### src/rtl/mem_access_unit_pkg.sv
// Shared constants for the memory access unit: funct3 codes, response
// error codes, FSM state encoding and request legality helpers.
package mem_access_unit_pkg;

  localparam logic [2:0] F3_B  = 3'b000;
  localparam logic [2:0] F3_H  = 3'b001;
  localparam logic [2:0] F3_W  = 3'b010;
  localparam logic [2:0] F3_BU = 3'b100;
  localparam logic [2:0] F3_HU = 3'b101;

  localparam logic [1:0] ERR_OK       = 2'b00;
  localparam logic [1:0] ERR_MISALIGN = 2'b01;
  localparam logic [1:0] ERR_TIMEOUT  = 2'b10;
  localparam logic [1:0] ERR_ILLEGAL  = 2'b11;

  typedef enum logic [1:0] {
    ST_IDLE   = 2'd0,
    ST_ACCESS = 2'd1,
    ST_RESP   = 2'd2
  } state_t;

  // Unsigned widths are only meaningful for loads.
  function automatic logic f3_illegal(input logic we, input logic [2:0] f3);
    case (f3)
      F3_B, F3_H, F3_W: f3_illegal = 1'b0;
      F3_BU, F3_HU:     f3_illegal = we;
      default:          f3_illegal = 1'b1;
    endcase
  endfunction

  function automatic logic misaligned(input logic [2:0] f3, input logic [1:0] off);
    case (f3)
      F3_H, F3_HU: misaligned = off[0];
      F3_W:        misaligned = (off != 2'b00);
      default:     misaligned = 1'b0;
    endcase
  endfunction

endpackage

### src/rtl/mem_lane_align.sv
// Combinational byte-lane steering: store data/selector placement and
// load data extraction with sign or zero extension.
module mem_lane_align
  import mem_access_unit_pkg::*;
(
  input  logic [2:0]  funct3,
  input  logic [1:0]  offset,
  input  logic [31:0] wdata,
  input  logic [31:0] rdata,
  output logic [3:0]  sel,
  output logic [31:0] datain,
  output logic [31:0] rdata_ext
);

  logic [31:0] shifted;

  assign shifted = rdata >> {offset, 3'b000};

  // Store side: replicate data into every lane, let the selector pick.
  always_comb begin
    sel    = 4'b0000;
    datain = 32'h0;
    case (funct3)
      F3_B: begin
        sel    = 4'b0001 << offset;
        datain = {4{wdata[7:0]}};
      end
      F3_H: begin
        sel    = offset[1] ? 4'b1100 : 4'b0011;
        datain = {2{wdata[15:0]}};
      end
      F3_W: begin
        sel    = 4'b1111;
        datain = wdata;
      end
      default: ;
    endcase
  end

  // Load side: bring the addressed bytes down to bit 0 and extend.
  always_comb begin
    rdata_ext = 32'h0;
    case (funct3)
      F3_B:    rdata_ext = {{24{shifted[7]}}, shifted[7:0]};
      F3_H:    rdata_ext = {{16{shifted[15]}}, shifted[15:0]};
      F3_W:    rdata_ext = rdata;
      F3_BU:   rdata_ext = {24'h0, shifted[7:0]};
      F3_HU:   rdata_ext = {16'h0, shifted[15:0]};
      default: ;
    endcase
  end

endmodule

### src/rtl/mem_access_unit.sv
// Single-outstanding load/store initiator for a word-organised memory.
// IDLE accepts and validates, ACCESS drives the strobes, RESP pulses the
// response for one cycle. Every output is a register.
module mem_access_unit
  import mem_access_unit_pkg::*;
#(
  parameter bit         WORD_ADDR  = 1'b0,
  parameter bit         USE_MEMSIG = 1'b1,
  parameter logic [3:0] TIMEOUT    = 4'd15
) (
  input  logic        clk,
  input  logic        rst,
  input  logic        req_valid,
  output logic        req_ready,
  input  logic        req_we,
  input  logic [2:0]  req_funct3,
  input  logic [31:0] req_addr,
  input  logic [31:0] req_wdata,
  output logic        resp_valid,
  output logic [31:0] resp_rdata,
  output logic [1:0]  resp_err,
  output logic [31:0] mem_addy,
  output logic [31:0] mem_datain,
  output logic        mem_wen,
  output logic        mem_ren,
  output logic [3:0]  mem_byte_selector,
  input  logic [31:0] mem_dataout,
  input  logic        mem_memsig
);

  state_t      state;
  logic        lat_we;
  logic [2:0]  lat_f3;
  logic [1:0]  lat_off;
  logic [3:0]  wait_cnt;

  logic [2:0]  aln_f3;
  logic [1:0]  aln_off;
  logic [3:0]  aln_sel;
  logic [31:0] aln_datain;
  logic [31:0] aln_rext;

  // Store lanes are computed from the live request at acceptance; load
  // extraction uses the latched request while waiting on the memory.
  assign aln_f3  = (state == ST_IDLE) ? req_funct3    : lat_f3;
  assign aln_off = (state == ST_IDLE) ? req_addr[1:0] : lat_off;

  mem_lane_align u_align (
    .funct3    (aln_f3),
    .offset    (aln_off),
    .wdata     (req_wdata),
    .rdata     (mem_dataout),
    .sel       (aln_sel),
    .datain    (aln_datain),
    .rdata_ext (aln_rext)
  );

  // FSM, request latch, wait counter and all output registers.
  always_ff @(posedge clk) begin
    if (rst) begin
      state             <= ST_IDLE;
      lat_we            <= 1'b0;
      lat_f3            <= 3'b000;
      lat_off           <= 2'b00;
      wait_cnt          <= 4'd0;
      req_ready         <= 1'b1;
      resp_valid        <= 1'b0;
      resp_rdata        <= 32'h0;
      resp_err          <= ERR_OK;
      mem_addy          <= 32'h0;
      mem_datain        <= 32'h0;
      mem_wen           <= 1'b0;
      mem_ren           <= 1'b0;
      mem_byte_selector <= 4'b0000;
    end else begin
      case (state)
        ST_IDLE: begin
          if (req_valid) begin
            lat_we    <= req_we;
            lat_f3    <= req_funct3;
            lat_off   <= req_addr[1:0];
            req_ready <= 1'b0;
            if (f3_illegal(req_we, req_funct3)) begin
              state      <= ST_RESP;
              resp_valid <= 1'b1;
              resp_err   <= ERR_ILLEGAL;
              resp_rdata <= 32'h0;
            end else if (misaligned(req_funct3, req_addr[1:0])) begin
              state      <= ST_RESP;
              resp_valid <= 1'b1;
              resp_err   <= ERR_MISALIGN;
              resp_rdata <= 32'h0;
            end else begin
              state    <= ST_ACCESS;
              wait_cnt <= 4'd1;
              mem_addy <= WORD_ADDR ? {2'b00, req_addr[31:2]} : req_addr;
              if (req_we) begin
                mem_wen           <= 1'b1;
                mem_byte_selector <= aln_sel;
                mem_datain        <= aln_datain;
              end else begin
                mem_ren           <= 1'b1;
                mem_byte_selector <= 4'b0000;
              end
            end
          end
        end
        ST_ACCESS: begin
          if (lat_we) begin
            // Stores hold the write strobe for exactly one cycle.
            mem_wen           <= 1'b0;
            mem_byte_selector <= 4'b0000;
            state             <= ST_RESP;
            resp_valid        <= 1'b1;
            resp_err          <= ERR_OK;
            resp_rdata        <= 32'h0;
          end else if (mem_memsig || !USE_MEMSIG) begin
            mem_ren    <= 1'b0;
            state      <= ST_RESP;
            resp_valid <= 1'b1;
            resp_err   <= ERR_OK;
            resp_rdata <= aln_rext;
          end else if (wait_cnt >= TIMEOUT) begin
            mem_ren    <= 1'b0;
            state      <= ST_RESP;
            resp_valid <= 1'b1;
            resp_err   <= ERR_TIMEOUT;
            resp_rdata <= 32'h0;
          end else begin
            wait_cnt <= wait_cnt + 4'd1;
          end
        end
        ST_RESP: begin
          state      <= ST_IDLE;
          req_ready  <= 1'b1;
          resp_valid <= 1'b0;
          resp_err   <= ERR_OK;
          resp_rdata <= 32'h0;
        end
        default: begin
          state     <= ST_IDLE;
          req_ready <= 1'b1;
          mem_wen   <= 1'b0;
          mem_ren   <= 1'b0;
        end
      endcase
    end
  end

endmodule

### config.mk
export PLATFORM = sky130hd
export DESIGN_NAME = mem_access_unit
export DESIGN_NICKNAME = d
export VERILOG_FILES = /design/src/rtl/mem_access_unit_pkg.sv /design/src/rtl/mem_lane_align.sv /design/src/rtl/mem_access_unit.sv
export SDC_FILE = /design/constraint.sdc
export NUM_CORES = 1
export LEC_CHECK = 0
export CORE_MARGIN = 2
export CORE_UTILIZATION = 45
export CTS_BUF_LIST = sky130_fd_sc_hd__clkbuf_2 sky130_fd_sc_hd__clkbuf_4 sky130_fd_sc_hd__clkbuf_8
export DETAILED_ROUTE_END_ITERATION = 6
export PLACE_DENSITY_LB_ADDON = 0.1
export SYNTH_ARGS = -nofsm -noshare
export SYNTH_HDL_FRONTEND = slang
export SYNTH_SLANG_ARGS = --single-unit
### constraint.sdc
create_clock -name clk -period 2.8 [get_ports clk]
set_input_delay 0.56 -clock clk [delete_from_list [all_inputs] [get_ports clk]]
set_output_delay 0.56 -clock clk [all_outputs]
set_load 0.03 [all_outputs]
==> reports/metrics.cfg, run 1 <==
[status]
outcome = completed

[layout]
final_common_cell = sky130_fd_sc_hd__clkdlybuf4s50_1
areaGrowthSynthToFinish_pct = 51.7
antenna_cells = 0
layout.cells.most_common_list = 208 x sky130_fd_sc_hd__clkdlybuf4s50_1, 129 x sky130_fd_sc_hd__nand2_1, 118 x sky130_fd_sc_hd__dfxtp_1, 54 x sky130_fd_sc_hd__a21oi_1, 48 x sky130_fd_sc_hd__nor2_1
final_layout_size_suffix_gt1_frac = 0.104
fin_util = 0.708
nNetsFinal = 969

[sta]
finalHoldViolations = 0
fin_setup_tns_ns = 0
worst_clock_skew_ns = 0.0107
slew-limit-headroom = 0.604
grt_setup_unrepaired = false
fmax_ghz = 0.401
layout_min_cycle_time_ns = 2.50
finalSetupViolCount = 0
finalMaxSlewViolations = 0
layout_worst_path_cycle_share = 0.891
worst_pin_slew_ns = 0.592

[clocking]
post_cts_buffers = 0
clockRootBuffer = sky130_fd_sc_hd__clkbuf_8
clkSinkCount = 118
worst_skew_pair.late_latency_ns = 0.45
tritoncts = done
clock_path_buffers = 2
cts-buffers-inserted = 17
clock_input_transition_at_the_sequential_cells_of_the_worst_setup_and_hold_paths_ns = 0.07
cts-hold-fix-buffers = 0
h-tree-depth = 4

[die]
placeableCoreArea_mm2 = 0.0116
num_rows = 39
dieHeight_um = 113
floorplan.initialDensity = 0.467
pin_count = 210
die_boundary_width_um = 113
die_area_mm2 = 0.0129

[power_and_ir_drop]
worst_ir_drop_vdd_v = 0.000396
total_power_w = 0.00447
static-leakage-power_nw = 3.07
power_density_mw_per_mm2 = 546

[worst_setup_path]
worst-setup-path-type = flop to flop
rr_endpoint = mem_datain[18]
worst_reg2reg_startpoint = state[0]
critical_path.endpoint_type = flop
worst-endpoint-arrival_ns = 2.82
start_kind = flop
highest_fanout_seen_on_the_critical_path = 32
critPathMaxStageDelay_ns = 0.36
path_common_cell = sky130_fd_sc_hd__buf_4
path_cells = inv_1 > ha_2 > buf_4 > buf_4 > nand3_1 > or2_1 > buf_12 > a221oi_1 > nor3_1
r2r.worst_path.cells = 9
ff2ff_setup_slack_ns = 0.30
required_ns = 3.12
cpMaxStageDelayCell = sky130_fd_sc_hd__ha_2

[placement]
gp_congestion = 0.924
place.detailed.hpwl_mm = 13.1
io_buffers = 209

[synthesis]
syn-cell-area_mm2 = 0.00540
syn_inst = 641
synth-seq-cells = 118
postSynthNetCount = 750
async_flop_share = 0
synth_area_per_cell_um2 = 8.42
post_synth_num_cell_types = 59
seq_area_frac_synth = 0.438
synth-edff-count = 0
ys_warnings = 0
ys.flop_type = sky130_fd_sc_hd__dfxtp_1

[hold_path]
worst_hold_path.num_cells = 2
hp-class = flop to flop
min_from = mem_addy[20]
hold-path-endpoint = mem_addy[20]

[detailed_routing]
vias = 5806
final_antenna_net_count = 0
drt-total-wl_mm = 17.8
route.detailed.vias_per_inst = 5.73
drt_iter0_markers = 497
firstDrtPassIters = 6
drc = 0
post_drt_wl_per_cell_um = 17.5

[global_routing]
grt_start_max_net_pins = 50
grt_pass1_vias = 5626
grt_pass1_wl_mm = 28.2
grt_use_total = 0.273
grt.overflow.total = 0
antenna_violations_before_repair = 0

[job]
timing.max_cap.violations = 0

==> state kept, by name (all words and copies together), names as in the netlist <==
register,cells
req_ready,1
mem_wen,1
mem_byte_selector,4
state,2
lat_f3,3
lat_we,1
mem_ren,1
mem_datain,32
mem_addy,32
resp_rdata,32
resp_valid,1
lat_off,2
wait_cnt,4
resp_err,2
==> report_power, final <==
part | switching (W) | internal (W) | total [W] | leakage (nW)
combinational | 0.000671 | 0.000501 | 0.00117 | 1.93
clock | 0.000683 | 0.000804 | 0.00149 | 0.191
sequential | 0.0000540 | 0.00176 | 0.00181 | 0.958
total | 0.00141 | 0.00306 | 0.00447 | 3.07
==> critical path, delay by kind of cell (launching register included) <==
family / cells / cell delay, ns
AO/OA/AOI/OAI: 1 / 0.34
AND/OR/NAND/NOR: 3 / 0.56
flip-flops: 1 / 0.35
adder cells (fa/ha/maj): 1 / 0.36
buffers and inverters: 4 / 0.74
==> layout make-up <==
| class | count | area, µm² |
|---|---|---|
| Tap cell | 143 | 179 |
| Multi-Input combinational cell | 458 | 2760 |
| Clock inverter | 7 | 72.6 |
| Clock buffer | 23 | 304 |
| Fill cell | 954 | 3380 |
| Inverter | 16 | 60.1 |
| Timing Repair Buffer | 249 | 2450 |
| Sequential cell | 118 | 2360 |
==> cell usage after synthesis (2+ instances only) <==
master	count	area, µm²
sky130_fd_sc_hd__a211oi_1	14	105
sky130_fd_sc_hd__a21o_1	2	15.0
sky130_fd_sc_hd__a21oi_1	54	270
sky130_fd_sc_hd__a221o_1	16	160
sky130_fd_sc_hd__a221oi_1	26	228
sky130_fd_sc_hd__a222oi_1	7	70.1
sky130_fd_sc_hd__a22o_1	4	35.0
sky130_fd_sc_hd__a22oi_1	3	22.5
sky130_fd_sc_hd__a32o_1	2	20.0
sky130_fd_sc_hd__and3b_1	2	17.5
sky130_fd_sc_hd__buf_2	18	90.1
sky130_fd_sc_hd__buf_4	3	22.5
sky130_fd_sc_hd__buf_6	3	33.8
sky130_fd_sc_hd__clkbuf_1	25	93.8
sky130_fd_sc_hd__dfxtp_1	118	2360
sky130_fd_sc_hd__ha_1	5	62.6
sky130_fd_sc_hd__inv_1	16	60.1
sky130_fd_sc_hd__mux2_2	2	22.5
sky130_fd_sc_hd__mux2i_1	12	120
sky130_fd_sc_hd__nand2_1	129	484
sky130_fd_sc_hd__nand3_1	9	45.0
sky130_fd_sc_hd__nand3b_1	3	22.5
sky130_fd_sc_hd__nor2_1	50	188
sky130_fd_sc_hd__nor2_2	2	12.5
sky130_fd_sc_hd__nor2b_1	4	25.0
sky130_fd_sc_hd__nor3_1	36	180
sky130_fd_sc_hd__nor3b_1	4	30.0
sky130_fd_sc_hd__o211ai_1	2	15.0
sky130_fd_sc_hd__o21ai_0	24	120
sky130_fd_sc_hd__o221ai_1	7	61.3
sky130_fd_sc_hd__o22ai_1	2	12.5
sky130_fd_sc_hd__o2bb2ai_1	10	87.6
==> metal layers <==
metal,wire length (µm),part of all wire,vias to the layer above,track usage
li1,-,-,2769,-
met1,7460,0.42,2728,0.350
met2,8550,0.48,277,0.450
met3,1400,0.079,32,0.0643
met4,373,0.021,0,0.102
met5,0,0,-,0
==> logic make-up after synthesis <==
family / after synthesis / share of synthesized area
DFF: 118 / 0.438
adders and majority gates: 5 / 0.0116
and+or+nand+nor: 251 / 0.211
buffers and inverters: 65 / 0.0557
AOI/OAI and AO/OA: 188 / 0.258
muxes: 14 / 0.0264
==> metrics by stage <==
stage	std cells	cell area (µm²)	hold WS (ns)	worst slack [ns]
6_report	1014	8190	0.453	0.305
5_1_grt	1014	8190	0.473	0.176
4_1_cts	1014	8170	0.455	0.0824
3_5_place_dp	984	7790	0.446	-0.156
3_3_place_gp	984	7790	0.441	-0.135
2_1_floorplan	641	5400	0.463	0.582
==> repair_timing <==
action	4_1_cts	5_1_grt
endpoints found under the setup margin	0	32
hold endpoints to repair	0	0
resized for setup	0	4
==> how the worst max path moves through the flow <==
stage / start / endpoint / slack, ns
6_report: state[0] / mem_datain[18] / 0.30
5_1_grt: state[0] / mem_datain[18] / 0.18
4_1_cts: state[1] / resp_rdata[23] / 0.08
3_5_place_dp: req_funct3[0] / resp_rdata[23] / -0.16
3_3_place_gp: req_addr[0] / resp_rdata[26] / -0.13
2_1_floorplan: state[0] / resp_rdata[16] / 0.58
(Power assumes the default switching activity.)
==> run 2: changes to the inputs <==
- CTS_CLUSTER_SIZE: not set -> 16
==> results of run 2 <==
Final layout, timing and power as in run 1 (identical DEF).
==> run 3: changes to the inputs <==
- GPL_TIMING_DRIVEN: not set -> 0
==> reports/metrics.cfg, run 3 (synthesis results as in run 1) <==
[clocking]
h-tree-depth = 4  ; unchanged
worst_skew_pair.late_latency_ns = 0.48  ; +0.03 ns
clockRootBuffer = sky130_fd_sc_hd__clkbuf_8
tritoncts = done
clock_input_transition_at_the_sequential_cells_of_the_worst_setup_and_hold_paths_ns = 0.07  ; about the same
cts-buffers-inserted = 17  ; unchanged
clock_path_buffers = 2  ; unchanged
clkSinkCount = 118  ; unchanged

[layout]
antenna_cells = 0  ; unchanged
multi_input_comb_area_mm2 = 0.00275  ; -0.32%
areaGrowthSynthToFinish_pct = 50.3
final-seq-area_mm2 = 0.00236  ; unchanged
reg_top3 = mem_addy: 32 flops, mem_datain: 32 flops, resp_rdata: 32 flops
fin_util = 0.701  ; -0.00671
final_common_cell = sky130_fd_sc_hd__clkdlybuf4s50_1
final_design_area_no_fill_mm2 = 0.00811  ; -0.95%
layout.cells.most_common_list = 204 x sky130_fd_sc_hd__clkdlybuf4s50_1, 129 x sky130_fd_sc_hd__nand2_1, 118 x sky130_fd_sc_hd__dfxtp_1, 54 x sky130_fd_sc_hd__a21oi_1, 48 x sky130_fd_sc_hd__nor2_1
final_layout_size_suffix_gt1_frac = 0.0943  ; -0.0102
total_of_fill_cells_in_the_finished_design = 933  ; -2.2%
nNetsFinal = 976  ; +0.72%

[sta]
finalMaxSlewViolations = 0  ; unchanged
fin_setup_tns_ns = 0  ; unchanged
slew-limit-headroom = 0.392  ; -0.212
finalSetupViolCount = 0  ; unchanged
fmax_ghz = 0.375  ; -6.4%
layout_worst_path_cycle_share = 0.952  ; +0.0613
worst_clock_skew_ns = 0.0174  ; +0.00668 ns
worst_pin_slew_ns = 0.904  ; +0.312 ns
finalHoldViolations = 0  ; unchanged
layout_min_cycle_time_ns = 2.67  ; +0.172 ns
grt_setup_unrepaired = true

[detailed_routing]
route.detailed.vias_per_inst = 5.67  ; -0.97%
firstDrtPassIters = 6  ; unchanged
drc = 0  ; unchanged
drt-total-wl_mm = 18.3  ; +2.7%
vias = 5801  ; -0.086%
final_antenna_net_count = 0  ; unchanged
drt_iter0_markers = 552  ; +11%
post_drt_wl_per_cell_um = 17.9  ; +1.8%

[global_routing]
grt_pass1_vias = 5616  ; -0.18%
grt_pass1_wl_mm = 28.4  ; +0.88%
grt_start_max_net_pins = 17  ; -66%
antenna_violations_before_repair = 0  ; unchanged
grt_use_total = 0.281  ; +0.00821
grt.overflow.total = 0  ; unchanged

[placement]
gp_congestion = 0.927  ; +0.32%
place.detailed.hpwl_mm = 14.0  ; +6.8%
placement.cell_area_mm2 = 0.00762  ; -2.3%
io_buffers = 204  ; -2.4%

[die]
die_area_mm2 = 0.0129  ; unchanged
die_boundary_width_um = 113  ; unchanged
pin_count = 210  ; unchanged
num_rows = 39  ; unchanged
placeableCoreArea_mm2 = 0.0116  ; unchanged
dieHeight_um = 113  ; unchanged
floorplan.initialDensity = 0.467  ; unchanged

[worst_setup_path]
critical_path.endpoint_type = flop
worst-setup-path-type = flop to flop
required_ns = 3.16  ; +0.04 ns
worst-endpoint-arrival_ns = 3.02  ; +0.20 ns
highest_fanout_seen_on_the_critical_path = 10  ; -69%
start_kind = flop

[power_and_ir_drop]
power_density_mw_per_mm2 = 581  ; +6.3%
static-leakage-power_nw = 3.04  ; -1.2%
worst_ir_drop_vdd_v = 0.000710  ; +79%

[job]
timing.max_cap.violations = 0  ; unchanged

[status]
outcome = completed

[hold_path]
hp-class = input port to flop

-- run 3: cell types whose count changed in the layout (fill, tap and decap cells not counted), moves of 3 or more --
cell                              previous run  this run
sky130_fd_sc_hd__clkdlybuf4s50_1           208       204
sky130_fd_sc_hd__bufinv_16                   1         4
sky130_fd_sc_hd__buf_2                       1        18
sky130_fd_sc_hd__buf_4                      35         6
sky130_fd_sc_hd__clkbuf_8                   21        18
sky130_fd_sc_hd__clkbuf_2                    0         4
sky130_fd_sc_hd__clkbuf_1                    0        21
sky130_fd_sc_hd__buf_6                       0         3
sky130_fd_sc_hd__buf_12                      5         0
-- run 3: path summary, 6_finish.rpt --
path | start | endpoint | slack [ns] | depth (start not counted)
max | state[0] | resp_rdata[31] | 0.13 | 10
min | req_valid | lat_off[1] | 0.43 | 3
max reg2reg | state[0] | resp_rdata[31] | 0.13 | 10
min reg2reg | mem_addy[20] | mem_addy[20] | 0.45 | 2
-- run 3: what timing repair did --
item,4_1_cts,5_1_grt
endpoints found under the setup margin,0,45
setup buffers,0,3
hold buffers,0,0
resized for setup,0,12
-- run 3: per-stage QoR --
stage                     total power [W]  std cells  hold WS [ns]  setup slack, ns
after floorplan                   0.00250        641         0.463            0.582
after global placement            0.00294        988         0.441           -0.142
after detailed placement          0.00296        988         0.447           -0.170
after CTS                         0.00470       1020         0.413           0.0666
after global routing              0.00490       1023         0.446          -0.0628
final                             0.00471       1023         0.430            0.133
-- run 3: power by group --
part | switching, W | internal, W | total [W]
clock network | 0.000755 | 0.000999 | 0.00175
logic | 0.000676 | 0.000466 | 0.00114
registers | 0.0000537 | 0.00176 | 0.00181
-- run 3: layout make-up --
class / count / area share
Timing Repair Buffer: 207 / 0.255
Tap cell: 143 / 0.0221
Clock buffer: 18 / 0.0306
Buffer: 49 / 0.0302
Multi-Input combinational cell: 458 / 0.339
Clock inverter: 14 / 0.0247
Inverter: 16 / 0.00741
Sequential cell: 118 / 0.291
-- run 3: metal layers --
layer	track usage	vias up	routed length (µm)
met5	0	-	0
met4	0.120	0	513
met3	0.0866	45	1390
met2	0.459	269	8610
met1	0.344	2692	7760
li1	-	2795	-
-- run 3: critical path, cell delays in order (launching register included) --
cell and delay, ns:
sky130_fd_sc_hd__dfxtp_1 0.36, sky130_fd_sc_hd__inv_1 0.10, sky130_fd_sc_hd__ha_1 0.29, sky130_fd_sc_hd__buf_4 0.23, sky130_fd_sc_hd__mux2i_1 0.38, sky130_fd_sc_hd__mux2i_1 0.29
sky130_fd_sc_hd__o221ai_1 0.13, sky130_fd_sc_hd__and4b_1 0.23, sky130_fd_sc_hd__buf_6 0.14, sky130_fd_sc_hd__buf_6 0.13, sky130_fd_sc_hd__a221o_1 0.27
